## src/rtl/proc_pkg.sv

```systemverilog
// Shared processor package: width helper and branch-counter init constants.
package proc_pkg;

   // Ceiling log2 for parameter arithmetic; returns at least 1.
   function automatic int unsigned clog2(input int unsigned value);
      int unsigned res;
      int unsigned v;
      res = 0;
      v   = value - 1;
      while (v > 0) begin
         res = res + 1;
         v   = v >> 1;
      end
      if (res == 0) res = 1;
      return res;
   endfunction

   // Weakly-taken counter value: MSB set, all lower bits clear.
   function automatic int unsigned ctr_wt(input int unsigned ctr_wid);
      return 32'd1 << (ctr_wid - 1);
   endfunction

   // Weakly-not-taken counter value: one below weakly-taken.
   function automatic int unsigned ctr_wnt(input int unsigned ctr_wid);
      return ctr_wt(ctr_wid) - 1;
   endfunction

   typedef enum logic {
      BHT_IDLE  = 1'b0,
      BHT_CLEAR = 1'b1
   } bht_state_e;

endpackage

```

## src/rtl/bht_sat_ctr.sv

```systemverilog
// Combinational next-state for a saturating up/down prediction counter.
module bht_sat_ctr #(
   parameter int unsigned CTR_WID = 2
) (
   input  logic [CTR_WID-1:0] ctr_q,
   input  logic               up,
   output logic [CTR_WID-1:0] ctr_d
);

   // Step toward the outcome, holding at either rail.
   always_comb begin
      ctr_d = ctr_q;
      if (up) begin
         if (ctr_q != '1) ctr_d = ctr_q + 1'b1;
      end else begin
         if (ctr_q != '0) ctr_d = ctr_q - 1'b1;
      end
   end

endmodule

```

## src/rtl/ctrl_branch_bht.sv

```systemverilog
// Branch history table / target buffer with sweep-clear and perf counters.
module ctrl_branch_bht
   import proc_pkg::*;
#(
   parameter int unsigned PROG_CTR_WID = 10,
   parameter int unsigned BHT_DEPTH    = 16,
   parameter int unsigned CTR_WID      = 2,
   parameter int unsigned STAT_WID     = 16
) (
   input  logic                    clk,
   input  logic                    reset,
   input  logic                    lkp_valid,
   input  logic [PROG_CTR_WID-1:0] lkp_pc,
   output logic                    pred_taken,
   output logic [PROG_CTR_WID-1:0] pred_target,
   input  logic                    upd_valid,
   input  logic [PROG_CTR_WID-1:0] upd_pc,
   input  logic                    upd_taken,
   input  logic [PROG_CTR_WID-1:0] upd_target,
   input  logic                    upd_pred_taken,
   input  logic [PROG_CTR_WID-1:0] upd_pred_target,
   output logic                    flush,
   output logic [PROG_CTR_WID-1:0] redirect_pc,
   input  logic                    clr_req,
   output logic                    clr_busy,
   output logic [STAT_WID-1:0]     lookup_cnt,
   output logic [STAT_WID-1:0]     mispred_cnt
);

   localparam int unsigned IDX   = clog2(BHT_DEPTH);
   localparam int unsigned TAG_W = PROG_CTR_WID - IDX;
   localparam logic [CTR_WID-1:0] WT  = CTR_WID'(ctr_wt(CTR_WID));
   localparam logic [CTR_WID-1:0] WNT = CTR_WID'(ctr_wnt(CTR_WID));
   localparam logic [IDX-1:0] PTR_LAST = IDX'(BHT_DEPTH - 1);

   logic                    ent_valid  [BHT_DEPTH];
   logic [TAG_W-1:0]        ent_tag    [BHT_DEPTH];
   logic [PROG_CTR_WID-1:0] ent_target [BHT_DEPTH];
   logic [CTR_WID-1:0]      ent_ctr    [BHT_DEPTH];

   bht_state_e     state;
   logic [IDX-1:0] ptr;

   logic [IDX-1:0]     lkp_idx;
   logic [TAG_W-1:0]   lkp_tag;
   logic               lkp_hit;
   logic [IDX-1:0]     upd_idx;
   logic [TAG_W-1:0]   upd_tag;
   logic               upd_hit;
   logic               upd_en;
   logic               lkp_en;
   logic [CTR_WID-1:0] ctr_next;

   assign lkp_idx  = lkp_pc[IDX-1:0];
   assign lkp_tag  = lkp_pc[PROG_CTR_WID-1:IDX];
   assign upd_idx  = upd_pc[IDX-1:0];
   assign upd_tag  = upd_pc[PROG_CTR_WID-1:IDX];
   assign clr_busy = (state == BHT_CLEAR);
   assign lkp_en   = lkp_valid & ~clr_busy;
   assign upd_en   = upd_valid & ~clr_busy;
   assign lkp_hit  = ent_valid[lkp_idx] & (ent_tag[lkp_idx] == lkp_tag);
   assign upd_hit  = ent_valid[upd_idx] & (ent_tag[upd_idx] == upd_tag);

   // Zero-latency prediction straight from the table contents.
   always_comb begin
      pred_taken  = lkp_en & lkp_hit & ent_ctr[lkp_idx][CTR_WID-1];
      pred_target = pred_taken ? ent_target[lkp_idx] : '0;
   end

   // Mispredict detection and corrected fetch address from the EX outcome;
   // flush is forced low while reset is held.
   always_comb begin
      flush = reset & upd_valid &
              ((upd_taken != upd_pred_taken) |
               (upd_taken & (upd_target != upd_pred_target)));
      redirect_pc = upd_taken ? upd_target : upd_pc + 1'b1;
   end

   bht_sat_ctr #(
      .CTR_WID(CTR_WID)
   ) u_sat_ctr (
      .ctr_q(ent_ctr[upd_idx]),
      .up   (upd_taken),
      .ctr_d(ctr_next)
   );

   // Sweep-clear sequencer: one entry per cycle, ignores requests mid-sweep.
   always_ff @(posedge clk or negedge reset) begin
      if (!reset) begin
         state <= BHT_IDLE;
         ptr   <= '0;
      end else begin
         case (state)
            BHT_IDLE: begin
               if (clr_req) begin
                  state <= BHT_CLEAR;
                  ptr   <= '0;
               end
            end
            BHT_CLEAR: begin
               if (ptr == PTR_LAST) begin
                  state <= BHT_IDLE;
                  ptr   <= '0;
               end else begin
                  ptr <= ptr + 1'b1;
               end
            end
            default: begin
               state <= BHT_IDLE;
               ptr   <= '0;
            end
         endcase
      end
   end

   // Table storage: sweep invalidation has priority, otherwise train/allocate.
   always_ff @(posedge clk or negedge reset) begin
      if (!reset) begin
         for (int unsigned i = 0; i < BHT_DEPTH; i++) begin
            ent_valid[i]  <= 1'b0;
            ent_tag[i]    <= '0;
            ent_target[i] <= '0;
            ent_ctr[i]    <= WNT;
         end
      end else if (clr_busy) begin
         ent_valid[ptr] <= 1'b0;
      end else if (upd_en) begin
         if (upd_hit) begin
            ent_ctr[upd_idx] <= ctr_next;
            if (upd_taken) ent_target[upd_idx] <= upd_target;
         end else if (upd_taken) begin
            ent_valid[upd_idx]  <= 1'b1;
            ent_tag[upd_idx]    <= upd_tag;
            ent_target[upd_idx] <= upd_target;
            ent_ctr[upd_idx]    <= WT;
         end
      end
   end

   // Saturating performance counters.
   always_ff @(posedge clk or negedge reset) begin
      if (!reset) begin
         lookup_cnt  <= '0;
         mispred_cnt <= '0;
      end else begin
         if (lkp_en && (lookup_cnt != '1))  lookup_cnt  <= lookup_cnt + 1'b1;
         if (flush && (mispred_cnt != '1)) mispred_cnt <= mispred_cnt + 1'b1;
      end
   end

endmodule

```

## config.mk

```make
export PLATFORM = sky130hd
export DESIGN_NAME = ctrl_branch_bht
export DESIGN_NICKNAME = d
export VERILOG_FILES = /design/src/rtl/proc_pkg.sv /design/src/rtl/bht_sat_ctr.sv /design/src/rtl/ctrl_branch_bht.sv
export SDC_FILE = /design/constraint.sdc
export NUM_CORES = 1
export LEC_CHECK = 0
export CAP_MARGIN = 20
export CORE_MARGIN = 4
export CORE_UTILIZATION = 55
export CTS_BUF_LIST = sky130_fd_sc_hd__clkbuf_8
export DETAILED_ROUTE_END_ITERATION = 10
export PLACE_DENSITY = 0.83
export SYNTH_ARGS = -nofsm -noshare
export SYNTH_HDL_FRONTEND = slang
export SYNTH_HIERARCHICAL = 1
export SYNTH_SLANG_ARGS = --single-unit
```

## constraint.sdc

```tcl
create_clock -name clk -period 12 [get_ports clk]
set_clock_uncertainty 0.15 [all_clocks]
set_input_delay 2.4 -clock clk [delete_from_list [all_inputs] [get_ports clk]]
set_output_delay 2.4 -clock clk [all_outputs]
set_load 0.02 [all_outputs]
```

Yosys cells after proc, flatten, opt, wreduce, memory -nomap -nowiden
Cells that the tools add are included.
- bits in registers: 341
- input bits: 47
- output and inout port bits: 55
- logic and storage cells: 173
- add/subtract/negate cells: 6
- magnitude comparators: 5
- equality and inequality tests: 10
- mux-type cells: 51
- bitwise operators: 21
- reduce and logical (&&, ||, !) cells: 12
- operators with widths (operator ; count):
    160-bit bitwise mux ; 1
    96-bit bitwise mux ; 1
    16-bit two-way mux ; 4
    32-bit two-way mux ; 2
    10-bit two-way mux ; 5
    6-bit binary-select mux with 4-bit select ; 2
    10-bit binary-select mux with 4-bit select ; 1
    10-bit demux with 4-bit select ; 1
    16-bit by 1-bit adder with 16-bit output, second input constant ; 2
    16-bit bitwise AND ; 2
    32-bit bitwise mux ; 1
    16-bit inequality test, second input constant ; 2
    16-bit NOT ; 2
    16-bit OR ; 2
    6-bit two-way mux ; 5
    6-bit demux with 4-bit select ; 1
    2-bit binary-select mux with 4-bit select ; 2
    2-bit two-way mux ; 8
    5-bit greater-or-equal comparator, second input constant ; 3
    4-bit NOT with 5-bit output ; 3
    6-bit == test ; 2
    10-bit by 1-bit adder with 10-bit output, second input constant ; 1
    5-bit by 1-bit < comparator with 1-bit output, second input constant ; 2
    10-bit inequality test ; 1
    other kinds (20) ; 49

Logic depth before layout (Yosys ltp)
- depth in word-level cells: 10
- gate-level depth with buffers: 12
- gate-level depth less buffers: 8

By module
Netlist, hierarchy kept.
- modules (own cells, without submodules) (module ; times used ; cells each ; area each (um2) ; seq. area each (um2)):
    ctrl_branch_bht ; 1 ; 1273 ; 17644.4 ; 8553.2
    bht_sat_ctr ; 1 ; 3 ; 26.3 ; 0.0

Worst setup path before layout
Ideal clock, no wire load.
- kind: input-to-output
- start point: input lkp_pc[0]
- end point: output pred_target[0]
- data arrival time: 4.886 ns
- required time: 9.450 ns
- slack: 4.564 ns
- cell stages on the path: 9
- path buffers: 3
- cell sequence: buf_4 buf_6 mux4_2 mux4_2 xnor2_1 nand2_1 or4_1 buf_2 nor2b_1
- cells in the longest elaborated chain, start to end: 9
- elaborated cells on any way between the ends: 18
- classes of those cells: eq/ne: 1; mux: 13; bitwise: 4
- RTL lines (what ; line ; text):
    start, declared ; ctrl_branch_bht.sv:13 ; input logic [PROG_CTR_WID-1:0] lkp_pc,
    4-bit NOT with 5-bit output (not written as such) (*) ; ctrl_branch_bht.sv:61, ctrl_branch_bht.sv:66, ctrl_branch_bht.sv:67 ;
    6-bit binary-select mux with 4-bit select ; ctrl_branch_bht.sv:61 ; assign lkp_hit = ent_valid[lkp_idx] & (ent_tag[lkp_idx] == lkp_tag);
    6-bit two-way mux (not written as such) (2 in a row) ; ctrl_branch_bht.sv:61 ;
    6-bit == test ; ctrl_branch_bht.sv:61 ;
    1-bit bitwise AND ; ctrl_branch_bht.sv:61 ;
    1-bit bitwise AND (2 in a row) ; ctrl_branch_bht.sv:66 ; pred_taken = lkp_en & lkp_hit & ent_ctr[lkp_idx][CTR_WID-1];
    10-bit two-way mux (*) ; ctrl_branch_bht.sv:67 ; pred_target = pred_taken ? ent_target[lkp_idx] : '0;
    end, declared ; ctrl_branch_bht.sv:15 ; output logic [PROG_CTR_WID-1:0] pred_target,
Mark *: on every way between the ends. The rest lies on a longest branch, timed or not. The select of a mux whose other input is x is not followed.

Final worst setup path
- start point: input lkp_pc[0]
- end point: output pred_target[7]
The elaborated chain is that of the path after synthesis.

==> results.json <==
{
  "status": "finished clean",
  "dp_hpwl_um": 28000,
  "design.core.area_sq_um": 31600,
  "grt_pass1_wl_um": 70200,
  "hold_depth": 2,
  "grt.busiest_layer": "met2",
  "drive_above_1_share": 0.381,
  "synth_edf_count": 0,
  "netlist_area_sq_um": 17700,
  "die_h_um": 187,
  "finalCriticalPeriod_ns": 9.29,
  "synthDistinctLibCells": 57,
  "grt_pass1_vias": 12200,
  "final_nets": 1399,
  "crit_path_start_kind": "input pin",
  "report.final.slew_viol_count": 0,
  "r2r_setup_slack_ns": 7.57,
  "area_delta_synth_final_pct": 12.6,
  "setup_tns_ns": 0,
  "die-area_sq_um": 35100,
  "p_per_area_nw_per_um2": 146,
  "io_buffers": 101,
  "postRouteAntennaNets": 0,
  "synth_top_area_frac": 0.460,
  "fp-row-count": 65,
  "h-tree-depth": 2,
  "p_total_mw": 2.91,
  "arrival_ns": 6.74,
  "yosysWarnings": 6,
  "peakVddDrop_v": 0.000106,
  "cts_buffers": 54,
  "slew_headroom": 0.269,
  "synth_ff_type": "dfrtp_1",
  "instances_no_fill": 1784,
  "cts_resized": 0,
  "place.gp.congestion": 0.888,
  "min_path_type": "register to register",
  "vias": 11400,
  "clockBufferDepth": 3,
  "hold_violations": 0,
  "syn_area_per_cell_sq_um": 13.8,
  "antenna_found_initial": 0,
  "required_ns": 9.45,
  "worst_skew_pair.late_latency_ns": 0.61,
  "synthTopCellsByCount": "325 x dfrtp_1, 263 x mux2_2, 120 x mux4_2, 76 x nand2_1, 61 x clkbuf_1",
  "syn_nets": 1333,
  "grtUsageTotal": 0.254,
  "path_clk_slew_ns": 0.06,
  "async_flop_share": 1.00,
  "wirelength_um": 44400,
  "grt_use_met1": 0.344,
  "fmax_ghz": 0.108,
  "synth_top_cell_by_area": "dfrtp_1",
  "crit_fanout": 45,
  "cts-root-buf": "clkbuf_8",
  "cts_setup_buffers": 0,
  "worstSetupPathType": "input pin to output port",
  "cts_tree": "built",
  "hold_buffers": 0,
  "drt_iter0_drc": 1186,
  "worstSetupEndpointType": "output port",
  "initial_core_util": 0.559,
  "finalSetupViolations": 0,
  "route.detailed.drc": 0,
  "ys_ff_latch": 341,
  "cts.sinks": 341,
  "tightest_slew_ns": 1.09,
  "grt_max_degree": 202,
  "io_pins": 102,
  "ys_seq_area_frac": 0.484,
  "via_per_inst": 6.36,
  "grt_setup_unrepaired": "false",
  "n_antenna_cell": 0,
  "drv_cap": 0,
  "post-place-cells": 1687,
  "min_period_over_period": 0.774,
  "synth.area.top_cells": "dfrtp_1 46%, mux2_2 17%, mux4_2 15%",
  "grt_overflow": 0,
  "wire_per_inst_um": 24.9,
  "drtPass1Iterations": 5,
  "grt_use_met2": 0.411,
  "synth_most_common_cell": "dfrtp_1",
  "r2r_cells": 6,
  "power_leakage_nw": 9.14,
  "gr-usage-met3": 0.0476,
  "die_w_um": 187,
  "netlist_instances": 1276
}
## final cells by class
type,instances,area [sq um]
clock inverter,27,119
timing repair buffer,115,1140
sequential,341,8550
fill,2262,11700
clock buffer,69,950
tap,402,503
inverter,17,63.8
multi-input combinational,813,8570
## worst paths after layout
| path | start | to |
|---|---|---|
| worst min register to register | ent_ctr[10]$_DFFE_PN1P_ | ent_ctr[10]$_DFFE_PN1P_ |
| worst min-delay path | ent_ctr[10]$_DFFE_PN1P_ | ent_ctr[10]$_DFFE_PN1P_ |
| max in group asynchronous | reset | ent_ctr[18]$_DFFE_PN1P_ |
| worst max-delay path | lkp_pc[0] | pred_target[7] |
| min in group asynchronous | reset | ent_target[81]$_DFFE_PN0P_ |
| worst max register to register | clr_busy$_DFF_PN0_ | ent_tag[48]$_DFFE_PN0P_ |
## flip-flops by register name, summed over array words and instances (netlist names)
register and count:
clr_busy 1, ent_valid 16, ent_tag 96, ent_target 160
lookup_cnt 16, ent_ctr 32, ptr 4, mispred_cnt 16
## through the flow
stage,setup slack [ns],instance area [sq um],hold slack (ns),utilization
floorplan,4.56,17700,0.302,-
global placement,2.83,18800,0.308,0.594
detailed placement,2.73,18800,0.317,0.594
CTS,2.67,19900,0.331,0.628
global route,2.45,19900,0.350,0.629
finish,2.71,19900,0.333,0.629
## cells by family (layout without fill, tap and decap cells)
group / Yosys count / after routing / synth area share
simple gates: 225 / 225 / 0.0669
compound gates: 105 / 105 / 0.0418
fa+ha+maj: 12 / 12 / 0.00836
xor+xnor: 60 / 60 / 0.0297
flops: 341 / 341 / 0.484
mux: 411 / 411 / 0.338
buf+inv: 122 / 228 / 0.0310
## power breakdown
group,switching (mW),internal (mW)
Clock,0.462,0.515
Sequential,0.117,1.29
Combinational,0.248,0.275
Total,0.828,2.08
## critical path, stage by stage
cell             delay [ns]
buf_4                  0.39
buf_4                  0.80
mux4_2                 0.61
mux4_2                 0.48
xnor2_1                0.19
nand2_1                0.13
or4_1                  0.82
nor2b_1                0.26
clkdlybuf4s50_1        0.63
## layout by cell type, fill, tap and decap left out, types with 31 or more instances in the layout
master / netlist / layout
dfrtp_1: 325 / 325
o21ai_0: 31 / 31
inv_1: 15 / 34
clkdlybuf4s50_1: 0 / 96
nand2_1: 76 / 76
nand3_1: 33 / 33
mux2_2: 263 / 263
mux4_2: 120 / 120
clkbuf_8: 0 / 69
xnor2_1: 31 / 31
## metal layers
metal	share of wire	vias up	wire, um
li1	-	4861	-
met3	0.075	124	3330
met4	0.035	0	1550
met5	0	-	0
met2	0.49	481	21800
met1	0.40	5885	17700
(Power assumes the default switching activity.)
